File: src/rtl/grf_hazard_ctrl.sv
// rtl/grf_hazard_ctrl.sv - register file scoreboard, stall and D-stage forwarding control
//
// Purpose:
//   Tracks the destination register and remaining result latency (Tnew) of the
//   instructions in E, M and W. Compares them against the read requirements
//   (Tuse) of the instruction in D. Produces the pipeline stall, the D-stage
//   forwarding selects and the W-stage register file write-port controls.
//
// Optional feature:
//   GRF_HAZARD_STAT_EN - adds the stall_cnt output, a free-running count of
//   stalled cycles, and a trace line on every stalled edge.
//
// Ports:
//   clk, reset          rising-edge clock, asynchronous active-high reset
//   d_valid             D stage holds a real instruction
//   d_rs, d_rt          source register addresses of the D instruction
//   d_rs_use, d_rt_use  D instruction actually reads rs / rt
//   d_tuse_rs/rt        cycles until rs / rt is consumed (0 = consumed in D)
//   d_a3, d_tnew        destination (0 = none) and result latency from E entry
//   stall               freeze PC and F/D, insert a bubble into E
//   fwd_rs/rt_sel       0 = register file, 1 = E result, 2 = M result
//   w_en, w_a3          register file write port for the W instruction
//   stall_cnt           stalled-cycle count (GRF_HAZARD_STAT_EN only)

module grf_hazard_ctrl #(
  parameter int TNEW_W = 2,
  parameter int STAT_W = 32
) (
  input  logic              clk,
  input  logic              reset,
  input  logic              d_valid,
  input  logic [4:0]        d_rs,
  input  logic [4:0]        d_rt,
  input  logic              d_rs_use,
  input  logic              d_rt_use,
  input  logic [TNEW_W-1:0] d_tuse_rs,
  input  logic [TNEW_W-1:0] d_tuse_rt,
  input  logic [4:0]        d_a3,
  input  logic [TNEW_W-1:0] d_tnew,
  output logic              stall,
  output logic [1:0]        fwd_rs_sel,
  output logic [1:0]        fwd_rt_sel,
`ifdef GRF_HAZARD_STAT_EN
  output logic [STAT_W-1:0] stall_cnt,
`endif
  output logic              w_en,
  output logic [4:0]        w_a3
);

  // Stage records
  logic              e_valid_q, e_valid_d;
  logic [4:0]        e_a3_q,    e_a3_d;
  logic [TNEW_W-1:0] e_tnew_q,  e_tnew_d;
  logic              m_valid_q, m_valid_d;
  logic [4:0]        m_a3_q,    m_a3_d;
  logic [TNEW_W-1:0] m_tnew_q,  m_tnew_d;
  logic              w_valid_q, w_valid_d;
  logic [4:0]        w_a3_q,    w_a3_d;

  // Tnew counts down as the record moves on but never wraps below zero.
  function automatic logic [TNEW_W-1:0] sat_dec(input logic [TNEW_W-1:0] x);
    return (x == '0) ? '0 : x - TNEW_W'(1);
  endfunction

  // Register 0 is hard-wired, so it never creates a dependency.
  logic e_rs_match, m_rs_match, e_rt_match, m_rt_match;
  assign e_rs_match = e_valid_q && d_rs_use && (d_rs != 5'd0) && (e_a3_q == d_rs);
  assign m_rs_match = m_valid_q && d_rs_use && (d_rs != 5'd0) && (m_a3_q == d_rs);
  assign e_rt_match = e_valid_q && d_rt_use && (d_rt != 5'd0) && (e_a3_q == d_rt);
  assign m_rt_match = m_valid_q && d_rt_use && (d_rt != 5'd0) && (m_a3_q == d_rt);

  // A producer stalls D only if its result arrives later than D needs it.
  // W is absent here: the register file passes same-cycle writes through.
  logic hz_rs, hz_rt;
  assign hz_rs = (e_rs_match && (e_tnew_q > d_tuse_rs)) ||
                 (m_rs_match && (m_tnew_q > d_tuse_rs));
  assign hz_rt = (e_rt_match && (e_tnew_q > d_tuse_rt)) ||
                 (m_rt_match && (m_tnew_q > d_tuse_rt));
  assign stall = d_valid && (hz_rs || hz_rt);

  // Only a result that already exists (tnew == 0) can be forwarded;
  // the younger producer in E holds the newer value and wins over M.
  always_comb begin
    fwd_rs_sel = 2'd0;
    if (e_rs_match && (e_tnew_q == '0)) begin
      fwd_rs_sel = 2'd1;
    end else if (m_rs_match && (m_tnew_q == '0)) begin
      fwd_rs_sel = 2'd2;
    end
  end

  always_comb begin
    fwd_rt_sel = 2'd0;
    if (e_rt_match && (e_tnew_q == '0)) begin
      fwd_rt_sel = 2'd1;
    end else if (m_rt_match && (m_tnew_q == '0)) begin
      fwd_rt_sel = 2'd2;
    end
  end

  // M and W always advance; only the E entry depends on the stall, so a
  // stall resolves by itself as the producer drains towards W.
  always_comb begin
    w_valid_d = m_valid_q;
    w_a3_d    = m_a3_q;
    m_valid_d = e_valid_q;
    m_a3_d    = e_a3_q;
    m_tnew_d  = sat_dec(e_tnew_q);
    e_valid_d = 1'b0;
    e_a3_d    = 5'd0;
    e_tnew_d  = '0;
    if (!stall && d_valid) begin
      e_valid_d = 1'b1;
      e_a3_d    = d_a3;
      e_tnew_d  = d_tnew;
    end
  end

  always_ff @(posedge clk or posedge reset) begin
    if (reset) begin
      e_valid_q <= 1'b0;
      e_a3_q    <= 5'd0;
      e_tnew_q  <= '0;
      m_valid_q <= 1'b0;
      m_a3_q    <= 5'd0;
      m_tnew_q  <= '0;
      w_valid_q <= 1'b0;
      w_a3_q    <= 5'd0;
    end else begin
      e_valid_q <= e_valid_d;
      e_a3_q    <= e_a3_d;
      e_tnew_q  <= e_tnew_d;
      m_valid_q <= m_valid_d;
      m_a3_q    <= m_a3_d;
      m_tnew_q  <= m_tnew_d;
      w_valid_q <= w_valid_d;
      w_a3_q    <= w_a3_d;
    end
  end

  // A valid instruction without a destination still flows but never writes.
  assign w_en = w_valid_q && (w_a3_q != 5'd0);
  assign w_a3 = w_a3_q;

`ifdef GRF_HAZARD_STAT_EN
  logic [STAT_W-1:0] stall_cnt_q;

  always_ff @(posedge clk or posedge reset) begin
    if (reset) begin
      stall_cnt_q <= '0;
    end else if (stall) begin
      stall_cnt_q <= stall_cnt_q + STAT_W'(1);
      $display("%d@stall rs=%d rt=%d", $time, d_rs, d_rt);
    end
  end

  assign stall_cnt = stall_cnt_q;
`endif

endmodule

File: config.mk
export PLATFORM = sky130hd
export DESIGN_NAME = grf_hazard_ctrl
export DESIGN_NICKNAME = d
export VERILOG_FILES = /design/src/rtl/grf_hazard_ctrl.sv
export SDC_FILE = /design/constraint.sdc
export NUM_CORES = 1
export LEC_CHECK = 0
export ABC_AREA = 1
export ABC_CLOCK_PERIOD_IN_PS = 2000
export CAP_MARGIN = 10
export CORE_ASPECT_RATIO = 0.75
export CORE_UTILIZATION = 35
export DETAILED_ROUTE_END_ITERATION = 8
export SLEW_MARGIN = 20
export SYNTH_ARGS = -nofsm -noshare
export SYNTH_HDL_FRONTEND = slang
export SYNTH_SLANG_ARGS = --single-unit
File: constraint.sdc
create_clock -name clk -period 2 [get_ports clk]
set_input_delay 0.4 -clock clk [delete_from_list [all_inputs] [get_ports clk]]
set_output_delay 0.4 -clock clk [all_outputs]
set_load 0.05 [all_outputs]
# ---- Word-level counts from Yosys, hierarchy flattened
# Index checks and enable logic that the tools add are counted.
dict set report totals {
  reg_bits 22
  in_bits 26
  output_inout_bits 11
  elab_cells 57
}
dict set report op_classes {
  addsub 1
  order_cmp 4
  eq_ne 4
  muxes 8
  n_reduce_logical 32
}
# operator n
set ops {}
lappend ops {{logical AND 1 bit} 23}
lappend ops {{equality test 5 bit} 4}
lappend ops {{nonzero test 5 bit} 3}
lappend ops {{two-way mux 2 bit} 6}
lappend ops {{> comparator 2 bit} 4}
lappend ops {{two-way mux 5 bit} 1}
lappend ops {{logical NOT 2 bit} 2}
lappend ops {{logical OR 1 bit} 3}
lappend ops {{subtractor 2 x 1 -> 2 bit (second input constant)} 1}
lappend ops {{logical NOT 1 bit} 1}
lappend ops {{two-way mux 1 bit} 1}

# ---- Logic depth before layout (Yosys ltp)
dict set report logic_depth {
  word_depth 10
  depth_mapped 11
}

# ---- Least setup slack after synthesis
# OpenSTA, ideal clock, no wires.
dict set report synth_path {
  path_kind {in2out}
  startpoint {input port d_rt[2]}
  endpoint {output port fwd_rt_sel[1]}
  arrival_time_ns 1.914
  required_ns 1.600
  path_slack_ns -0.314
  cell_stages 8
  n_path_buf 0
  path_cell_list {inv_2 nand2_1 nand2_1 nand2_1 nor2_1 nand2_1 nor2_1 nor2_1}
}
dict set report synth_between {
  elab_chain_cells 6
  word_cells_on_any_way 11
}
# element line
set synth_rtl {}
lappend synth_rtl {{from (decl)} 33} ;# input logic [4:0] d_rt,
lappend synth_rtl {{nonzero test 5 bit} {69, 70}}
lappend synth_rtl {{logical AND 1 bit (2 in series)} 70} ;# assign m_rt_match = m_valid_q && d_rt_use && (d_rt != 5'd0) && (m_a3_q == d_rt);
lappend synth_rtl {{logical AND 1 bit} 96} ;# end else if (m_rt_match && (m_tnew_q == '0)) begin
lappend synth_rtl {{two-way mux 2 bit} 96}
lappend synth_rtl {{two-way mux 2 bit *} 94} ;# if (e_rt_match && (e_tnew_q == '0)) begin
lappend synth_rtl {{to (decl)} 42} ;# output logic [1:0] fwd_rt_sel,
# Mark *: on every way between the ends. The rest lies on a longest branch, timed or not.

# ---- Worst setup path in the final report
dict set report layout_path {
  startpoint {register e_tnew_q[1]}
  endpoint {output port stall}
}
dict set report layout_between {
  elab_chain_cells 5
  word_cells_on_any_way 8
}
# element line
set layout_rtl {}
lappend layout_rtl {{from (decl)} 53} ;# logic [TNEW_W-1:0] e_tnew_q, e_tnew_d;
lappend layout_rtl {{from (signal assigned)} 132} ;# e_tnew_q <= e_tnew_d;
lappend layout_rtl {{> comparator 2 bit (on tied branches)} {75, 77}}
lappend layout_rtl {{logical AND 1 bit (on tied branches)} {75, 77}}
lappend layout_rtl {{logical OR 1 bit (on tied branches)} {75, 77}}
lappend layout_rtl {{logical OR 1 bit *} 79} ;# assign stall = d_valid && (hz_rs || hz_rt);
lappend layout_rtl {{logical AND 1 bit *} 79}
lappend layout_rtl {{to (decl)} 40} ;# output logic stall,
# Marked as above.

==> flow_metrics.env <==
export IMPL_ios=37
export IMPL_clk_pin_slew_ps=80
export IMPL_cp_start_kind="flip-flop"
export IMPL_routed_via_density=4.28
export IMPL_power_density_nw_per_um2=551
export IMPL_critPathKind="reg -> out"
export IMPL_leakage_uw=0.00107
export IMPL_status="finished, violations left"
export IMPL_grt_pass1_vias=1182
export IMPL_final_min_clock_period_ps=2040
export IMPL_wl_per_cell_um=10.7
export IMPL_netlist_area_um2=1380
export IMPL_power_frac_seq=0.415
export IMPL_post_dp_hpwl_mm=2.45
export IMPL_syn_inst=194
export IMPL_dieHeight_um=56.3
export IMPL_finalHoldViolCount=0
export IMPL_start_util=0.371
export IMPL_final_layout_size_suffix_gt1_frac=0.395
export IMPL_avgSynthCellArea_um2=7.10
export IMPL_area_delta_synth_final_pct=56.2
export IMPL_insertedDiodeCount=0
export IMPL_hold_buffers=0
export IMPL_multi_input_area_um2=826
export IMPL_globalRouteOverflowTotal=0
export IMPL_clk_path_buf_depth=2
export IMPL_fill_cells=367
export IMPL_crit_slowest_cell="dfrtp_2"
export IMPL_finalCritPeriodShare=1.02
export IMPL_switching_share=0.275
export IMPL_fp_row_count=19
export IMPL_critPathTopFamily="flip-flops"
export IMPL_r2r_slack_ps=430
export IMPL_clock_sinks=22
export IMPL_finalSetupViolCount=1
export IMPL_cts_root_buf="clkbuf_8"
export IMPL_wirelength_mm=3.15
export IMPL_grt_use_total=0.163
export IMPL_intPower_uw=859
export IMPL_ant_nets=0
export IMPL_fin_ws_ps=-41.9
export IMPL_synth_warning_count=0
export IMPL_crit_buf_inv=1
export IMPL_final_cell_mix="57 x nand2_1, 27 x inv_1, 19 x inv_2, 18 x dfrtp_1, 17 x nor2_2"
export IMPL_final_area_um2=2150
export IMPL_max_slew_worst_pin_slew_ps=489
export IMPL_synth_distinct_cells=16
export IMPL_grt_pass1_wl_mm=5.14
export IMPL_end_kind="output port"
export IMPL_power_uw=1190
export IMPL_p_sw_uw=326
export IMPL_crit_fanout=3
export IMPL_coreArea_um2=3710
export IMPL_antenna_found_initial=0
export IMPL_cts_tree="yes"
export IMPL_combPwrFrac=0.241
export IMPL_post_route_util=0.580
export IMPL_violations="setup timing"
export IMPL_fp_dieW_um=74.4
export IMPL_numPortBuffers=36
export IMPL_holdWs_ps=418
export IMPL_p_clk_frac=0.344
export IMPL_cpPeakStageDelay_ps=470
export IMPL_ys_seq_area_frac=0.400
export IMPL_dr_pass1_iters=4
export IMPL_rsz0062_at_grt="yes"
export IMPL_regArea_um2=556
export IMPL_slew_viol_final=0
export IMPL_final_nets=278
export IMPL_place_congestion=0.804
export IMPL_ir_drop_mv=0.415
export IMPL_h_tree_depth=1
export IMPL_drt_initial_drc_count=50
export IMPL_cp_data_arrival_time_ps=1640
export IMPL_vias=1262
export IMPL_max_slew_margin_rel=0.673
export IMPL_clock_latency_ps=260
export IMPL_drv_cap=0
export IMPL_syn_num_nets=228
export IMPL_drc_errors=0
export IMPL_place_ws_ps=-342
export IMPL_max_freq_mhz=490
export IMPL_crit_chain="ha_4 > a21oi_2 > a21oi_2 > nand3_2 > nand2_2 > nor2_4 > nor2_4 > buf_12"
export IMPL_die_area_um2=4190
export IMPL_hold_path_class="reg -> reg"
export IMPL_grt_start_max_net_pins=23
export IMPL_place_area_um2=1880
export IMPL_cts_buffers=3
export IMPL_mostFrequentLayoutCell="nand2_1"
export IMPL_skew_ps=2.33
export IMPL_required_ps=1600
export IMPL_synth_seq_cells=22
final cells by class:
cell class	count	share of cell area
clock buffers	3	0.0192
clock inverters	1	0.0140
inverters	46	0.0802
multi-input cells	126	0.384
flip-flops and latches	22	0.258
well taps	52	0.0302
repair buffers	45	0.215
flip-flops by register name, summed over array words and instances (netlist names):
register   count
m_valid_q      1
m_tnew_q       2
m_a3_q         5
e_valid_q      1
w_a3           5
w_valid_q      1
e_tnew_q       2
e_a3_q         5
through the flow:
step / std cells / setup TNS [ps]
after global placement: 285 / -1070
after floorplan: 194 / -5.34
final: 295 / -41.9
after global routing: 295 / -344
after detailed placement: 285 / -1110
after CTS: 292 / -70.5
cells in the mapped netlist (all sizes together):
master	n	area share
nand4	2	0.0091
ha	8	0.073
o21ai	1	0.0036
nand2	67	0.19
a21oi	12	0.044
nor2	24	0.094
nand3	11	0.054
or4	1	0.0055
dfrtp	22	0.40
inv	46	0.13
power by group through the flow:
| stage | sequential (uW) | clock (uW) | combinational, uW |
|---|---|---|---|
| after floorplan | 510 | 0 | 123 |
| after global placement | 497 | 0 | 241 |
| after detailed placement | 498 | 0 | 243 |
| after CTS | 490 | 418 | 263 |
| after global routing | 496 | 437 | 317 |
| final | 492 | 407 | 286 |
logic make-up (layout without fill, tap and decap cells):
family | count (synthesis) | count (layout) | share of synthesized area
compound gates | 13 | 13 | 0.0472
fa+ha+maj | 8 | 8 | 0.0727
buf+inv | 46 | 95 | 0.125
flops | 22 | 22 | 0.400
simple gates | 105 | 105 | 0.355
metal layers:
metal  wire length, um  share of wire  track usage  vias to the layer above
met5                 0              0            0                        -
met4                10         0.0032       0.0243                        0
met3               132          0.042       0.0377                        2
met2              1410           0.45        0.251                       28
met1              1600           0.51        0.237                      554
li1                  -              -            -                      678
path summary, 6_finish.rpt:
| check | startpoint | end | cells past startpoint |
|---|---|---|---|
| setup / recovery | e_tnew_q[1] | stall | 8 |
| hold reg to reg | e_valid_q | m_valid_q | 0 |
| hold / removal | e_valid_q | m_valid_q | 0 |
| setup reg to reg | e_tnew_q[1] | e_a3_q[4] | 9 |
| min in group asynchronous | reset | e_a3_q[2] | 3 |
| max in group asynchronous | reset | m_a3_q[1] | 3 |
what timing repair did:
action,4_1_cts,5_1_grt
endpoints found under the setup margin,5,6
buffers inserted,3,3
hold endpoints to repair,0,0
resized for setup,39,32
pin swaps,21,22
Note: power is estimated with default switching activity, not from simulation.
